[src/rtl/calendar_set_ctrl.sv]
// Set/run sequencer for the calendar: debounces the mode/inc buttons, walks the
// SET states, generates field increment pulses and gates/replays hour ticks.
module calendar_set_ctrl #(
    parameter int DEBOUNCE_CYCLES = 4,
    parameter int HOLD_CYCLES     = 10,
    parameter int REPEAT_CYCLES   = 3,
    parameter int TIMEOUT_CYCLES  = 50,
    parameter int PEND_MAX        = 3
) (
    input  logic       clock,
    input  logic       reset,
    input  logic       btn_mode,
    input  logic       btn_inc,
    input  logic       hour_tick,
    output logic       hour_enable,
    output logic       day_increment,
    output logic       month_increment,
    output logic       year_increment,
    output logic [1:0] mode
);
    localparam int DW   = $clog2(DEBOUNCE_CYCLES + 1);
    localparam int RMAX = (HOLD_CYCLES > REPEAT_CYCLES) ? HOLD_CYCLES : REPEAT_CYCLES;
    localparam int RW   = $clog2(RMAX + 1);
    localparam int TW   = $clog2(TIMEOUT_CYCLES + 1);
    localparam int PW   = $clog2(PEND_MAX + 1);

    typedef enum logic [1:0] {
        RUN       = 2'd0,
        SET_YEAR  = 2'd1,
        SET_MONTH = 2'd2,
        SET_DAY   = 2'd3
    } state_t;

    // Bit 0 carries the mode button, bit 1 the inc button.
    logic [1:0]    sync1_q, sync1_d, sync2_q, sync2_d;
    logic [1:0]    deb_q, deb_d, rise_q, rise_d;
    logic [DW-1:0] dcnt_q [2];
    logic [DW-1:0] dcnt_d [2];

    state_t        state_q, state_d;
    logic          armed_q, armed_d, repeating_q, repeating_d;
    logic [RW-1:0] rcnt_q, rcnt_d;
    logic [TW-1:0] tcnt_q, tcnt_d;
    logic [PW-1:0] pend_q, pend_d;
    logic          hour_q, hour_d, day_q, day_d, month_q, month_d, year_q, year_d;
    logic          mode_rise, inc_rise, inc_held, fire;

    always_comb begin
        sync1_d = {btn_inc, btn_mode};
        sync2_d = sync1_q;
        deb_d   = deb_q;
        rise_d  = '0;
        for (int i = 0; i < 2; i++) begin
            dcnt_d[i] = '0;
            if (sync2_q[i] != deb_q[i]) begin
                if (dcnt_q[i] == DW'(DEBOUNCE_CYCLES)) begin
                    deb_d[i]  = sync2_q[i];
                    rise_d[i] = sync2_q[i];
                end else begin
                    dcnt_d[i] = dcnt_q[i] + DW'(1);
                end
            end
        end
    end

    assign mode_rise = rise_q[0];
    assign inc_rise  = rise_q[1];
    assign inc_held  = deb_q[1];
    assign fire = armed_q && inc_held &&
                  (rcnt_q == (repeating_q ? RW'(REPEAT_CYCLES - 1) : RW'(HOLD_CYCLES - 1)));

    always_comb begin
        state_d     = state_q;
        armed_d     = armed_q & inc_held;
        repeating_d = repeating_q;
        rcnt_d      = (armed_q && rcnt_q != RW'(RMAX)) ? rcnt_q + RW'(1) : rcnt_q;
        if (state_q == RUN) begin
            tcnt_d = '0;
        end else begin
            tcnt_d = (tcnt_q == TW'(TIMEOUT_CYCLES)) ? tcnt_q : tcnt_q + TW'(1);
        end
        day_d   = 1'b0;
        month_d = 1'b0;
        year_d  = 1'b0;
        // A mode rise always wins: any inc rise in the same cycle is discarded.
        if (mode_rise) begin
            case (state_q)
                RUN:       state_d = SET_YEAR;
                SET_YEAR:  state_d = SET_MONTH;
                SET_MONTH: state_d = SET_DAY;
                default:   state_d = RUN;
            endcase
            armed_d = 1'b0;
            tcnt_d  = '0;
        end else if (state_q != RUN) begin
            if (inc_rise || fire) begin
                year_d      = (state_q == SET_YEAR);
                month_d     = (state_q == SET_MONTH);
                day_d       = (state_q == SET_DAY);
                armed_d     = 1'b1;
                repeating_d = !inc_rise;
                rcnt_d      = '0;
                tcnt_d      = '0;
            end else if (tcnt_q == TW'(TIMEOUT_CYCLES - 1)) begin
                state_d = RUN;
                armed_d = 1'b0;
            end
        end
    end

    // Ticks swallowed while editing are replayed back-to-back once RUN resumes.
    always_comb begin
        hour_d = 1'b0;
        pend_d = pend_q;
        if (state_q == RUN) begin
            hour_d = hour_tick | (pend_q != '0);
            if (!hour_tick && pend_q != '0) pend_d = pend_q - PW'(1);
        end else if (hour_tick && pend_q != PW'(PEND_MAX)) begin
            pend_d = pend_q + PW'(1);
        end
    end

    always_ff @(posedge clock) begin
        if (reset) begin
            sync1_q     <= '0;
            sync2_q     <= '0;
            deb_q       <= '0;
            rise_q      <= '0;
            dcnt_q[0]   <= '0;
            dcnt_q[1]   <= '0;
            state_q     <= RUN;
            armed_q     <= 1'b0;
            repeating_q <= 1'b0;
            rcnt_q      <= '0;
            tcnt_q      <= '0;
            pend_q      <= '0;
            hour_q      <= 1'b0;
            day_q       <= 1'b0;
            month_q     <= 1'b0;
            year_q      <= 1'b0;
        end else begin
            sync1_q     <= sync1_d;
            sync2_q     <= sync2_d;
            deb_q       <= deb_d;
            rise_q      <= rise_d;
            dcnt_q[0]   <= dcnt_d[0];
            dcnt_q[1]   <= dcnt_d[1];
            state_q     <= state_d;
            armed_q     <= armed_d;
            repeating_q <= repeating_d;
            rcnt_q      <= rcnt_d;
            tcnt_q      <= tcnt_d;
            pend_q      <= pend_d;
            hour_q      <= hour_d;
            day_q       <= day_d;
            month_q     <= month_d;
            year_q      <= year_d;
        end
    end

    assign hour_enable     = hour_q;
    assign day_increment   = day_q;
    assign month_increment = month_q;
    assign year_increment  = year_q;
    assign mode            = state_q;
endmodule
[config.mk]
export PLATFORM = sky130hd
export DESIGN_NAME = calendar_set_ctrl
export DESIGN_NICKNAME = d
export VERILOG_FILES = /design/src/rtl/calendar_set_ctrl.sv
export SDC_FILE = /design/constraint.sdc
export NUM_CORES = 1
export LEC_CHECK = 0
export ABC_AREA = 1
export CAP_MARGIN = 20
export CORE_MARGIN = 8
export CORE_UTILIZATION = 25
export CTS_BUF_LIST = sky130_fd_sc_hd__clkbuf_8
export DETAILED_ROUTE_END_ITERATION = 12
export HOLD_SLACK_MARGIN = 0.06
export PLACE_DENSITY = 0.49
export SYNTH_ARGS = -nofsm -noshare
export SYNTH_HDL_FRONTEND = slang
export SYNTH_SLANG_ARGS = --single-unit
[constraint.sdc]
create_clock -name clock -period 1.4 [get_ports clock]
set_input_delay 0.21 -clock clock [delete_from_list [all_inputs] [get_ports clock]]
set_output_delay 0.21 -clock clock [all_outputs]
set_load 0.01 [all_outputs]
==> results.yml <==
final_layout:
  nNetsFinal: 224
  multiInputGateArea_um2: 774
  register_area_um2: 682
  fill_cells: 644
  antenna-diode-count: 0
  layout-area-overhead-vs-synth_pct: 21.5
  post_route_cells_drive_above_1_share: 0.189
power:
  power.density_cell_area_mw_per_mm2: 906
  power_report.internal_total_mw: 1.33
  clock_power_share: 0.398
  p_switching_mw: 0.380
  power.sequential.fraction: 0.571
  combinationalPowerShare: 0.031
  p_sw_frac: 0.222
  ir_worst_vdd_uv: 437
  p_leak_nw: 0.760
floorplanning:
  core_region_area_mm2: 0.00596
  dieWidth_um: 94.9
  die_height_um: 94.9
  initial_core_util: 0.262
  core.rowCount: 28
  pin_count: 11
  floorplan.die_area_mm2: 0.00901
worst_hold_path:
  hold_path_class: "flop to flop"
route:
  route.detailed.wl_per_inst_um: 9.05
  detailroute.via_count: 1141
  finalWirelength_um: 2540
  first_pass_iters: 4
  antenna_left: 0
  drc_violations_left: 0
  drt-vias-per-instance: 4.06
  drt_iter0_markers: 40
sta:
  fmax_ghz: 0.750
  timing.final.max_slew_violations: 0
  grt_setup_unrepaired: "false"
  timing.final.hold_violations: 0
  worstMarginPinSlew_ns: 0.299
  max_slew_margin_vs_limit: 0.800
  fin_crit_ns: 1.33
  finalClockSkew_ns: 0.00665
  finalCritPeriodShare: 0.953
  setup-violations-final: 0
  timing.final.ws_setup_ns: 0.0665
  tns_ns: 0
critical_path:
  critPathKind: "flop to primary output"
  cp_num_buf_inv: 1
  cp_num_cells: 1
  critical_path.max_fanout: 1
  reg_to_reg_startpoint: "mode[0]"
  setup.worst_path.end: "month_increment"
  cp_cell_sequence: "clkdlybuf4s50_1"
  worst-endpoint-arrival_ns: 1.12
  worst_r2r_path_depth: 8
  critical_path.slowest_cell: "clkdlybuf4s50_1"
  cp-start-kind: "flop"
  crit_family: "buffers and inverters"
  crit_path_max_incr_delay_ns: 0.53
  timing.reg2reg.setup_slack_ns: 0.13
  critPathRequiredTime_ns: 1.19
  reg2reg_to: "mode[1]"
  crit_path_from: "month_increment"
  crit_path_end_kind: "primary output"
logic_synthesis:
  synthMostInstantiatedCell: "dfxtp_1"
  synthTopCellsByCount: "dfxtp_1 (34), nand2_1 (26), nor2_1 (26), inv_1 (25), ha_1 (13)"
  synth.yosys.seq_area_share: 0.437
  synth_enable_flop_cells: 0
  cell_accounting_for_the_most_synthesized_area: "dfxtp_1"
  synth.cell_area_mm2: 0.00156
  synth-async-reset-ratio: 0
  synth_nets: 202
  syn-instance-count: 184
  synthDominantCellAreaShare: 0.437
  syn-mean-instance-area_um2: 8.47
  ys.flop_type: "dfxtp_1"
  synth_top_cells_by_area: "dfxtp_1 (44%), ha_1 (10%), nand2_1 (6.3%)"
  ys_ff_latch: 34
  ys.warnings.count: 0
  distinct_cell_type_count_after_synthesis: 27
placement:
  hpwl_um: 1920
  gp_congestion: 0.777
  pre_cts_ws_ns: 0.0350
  buffer_ports.inserted: 10
global_route:
  grtUsageTotal: 0.0666
  wire_length_of_the_first_global_routing_pass_um: 4610
  grt_antenna_before_repair: 0
  grt_start_max_net_pins: 13
  first_global_vias: 1058
  total_gr_overflow: 0
clock_network:
  clock_tree.htree_level_count: 2
  clkTransAtPathRegs_ns: 0.07
  cts-root-buf: "clkbuf_8"
  clock_tree.buffer_depth: 2
  post-cts-setup-buffers: 0
  cts_inserted_buffers: 5
  cts_sinks: 34
  cts_hold_repair.buffers: 0
  clkLatencyLatePin_ns: 0.29
  tritoncts_clock_tree: "built"
outcome:
  run_status: "completed"
run:
  max_cap_viol_count: 0
[placed cells by master (no fill, tap or decap)]
cell / netlist / layout
o21ai_0: 6 / 6
xor2_1: 5 / 5
clkdlybuf4s50_1: 0 / 8
dlygate4sd2_1: 0 / 2
ha_1: 13 / 12
clkinv_2: 0 / 2
nor4b_1: 1 / 1
nand4_2: 1 / 1
dfxtp_2: 0 / 1
xnor2_1: 3 / 3
o211ai_1: 1 / 1
nor2_4: 1 / 1
buf_4: 0 / 5
nand2_2: 3 / 3
or2_1: 1 / 1
nand3_2: 1 / 1
o41ai_2: 0 / 1
nand4_1: 2 / 2
inv_2: 4 / 4
nand3_1: 9 / 9
a21oi_1: 7 / 7
nor3_2: 1 / 1
a21oi_2: 3 / 3
or2_2: 1 / 1
inv_1: 25 / 25
nand3_4: 2 / 2
clkbuf_8: 0 / 5
nor2_1: 26 / 26
ha_2: 0 / 1
nand2_1: 26 / 26
dfxtp_1: 34 / 33
buf_12: 0 / 1
nor2_2: 3 / 3
nand2_4: 3 / 3
[metal layers]
metal,global-route usage,share of wire
met1,0.0755,0.50
met2,0.0997,0.41
met3,0.0278,0.052
met4,0.0468,0.032
met5,0,0
[what timing repair did]
action	in CTS	in global routing
gates cloned	0	0
gates resized for setup	2	3
setup endpoints to repair	2	4
[worst min-delay path by stage]
stage / to / depth (start not counted) / slack [ns] / start
after global placement: sync2_q[1] / 2 / 0.39 / sync1_q[1]
after floorplan: rise_q[0] / 1 / 0.29 / reset
after CTS: sync2_q[1] / 2 / 0.40 / sync1_q[1]
after detailed placement: sync2_q[1] / 2 / 0.39 / sync1_q[1]
final: sync2_q[1] / 2 / 0.40 / sync1_q[1]
after global routing: sync2_q[0] / 2 / 0.42 / sync1_q[0]
[stage by stage]
stage	util	instances	hold slack [ns]	area (um2)	total power, mW
floorplan	-	184	0.289	1560	1.03
global placement	0.303	274	0.389	1810	1.05
detailed placement	0.303	274	0.395	1810	1.05
CTS	0.316	281	0.404	1880	1.76
global route	0.318	281	0.420	1890	1.80
finish	0.318	281	0.402	1890	1.71
[sequential cells by signal, indices dropped and copies added, names as in the netlist]
| name | cells |
|---|---|
| rise_q | 2 |
| month_increment | 1 |
| mode | 2 |
| tcnt_q | 6 |
| dcnt_q | 6 |
| year_increment | 1 |
| pend_q | 2 |
| deb_q | 2 |
| rcnt_q | 4 |
| hour_enable | 1 |
| sync1_q | 2 |
| sync2_q | 2 |
| armed_q | 1 |
| repeating_q | 1 |
| day_increment | 1 |
[cells by family after synthesis]
kind of cell,after synthesis,synth area share
simple gates,81,0.272
buf+inv,30,0.0723
xor+xnor,8,0.0450
flops,34,0.437
compound gates,18,0.0691
fa+ha+maj,13,0.104
[power groups by stage]
| stage | clock network (mW) | logic, mW | registers (mW) |
|---|---|---|---|
| floorplan | 0 | 0.0261 | 1.00 |
| global placement | 0 | 0.0532 | 1.00 |
| detailed placement | 0 | 0.0531 | 1.00 |
| CTS | 0.724 | 0.0534 | 0.979 |
| global route | 0.762 | 0.0594 | 0.980 |
| finish | 0.682 | 0.0524 | 0.980 |
[layout make-up]
class / count / share of cell area
well taps: 75 / 0.0496
repair buffers: 16 / 0.0820
inverters: 29 / 0.0575
multi-input cells: 120 / 0.409
clock inverters: 2 / 0.00529
flip-flops and latches: 34 / 0.360
clock buffers: 5 / 0.0364
Power figures use the tool's default switching activity.
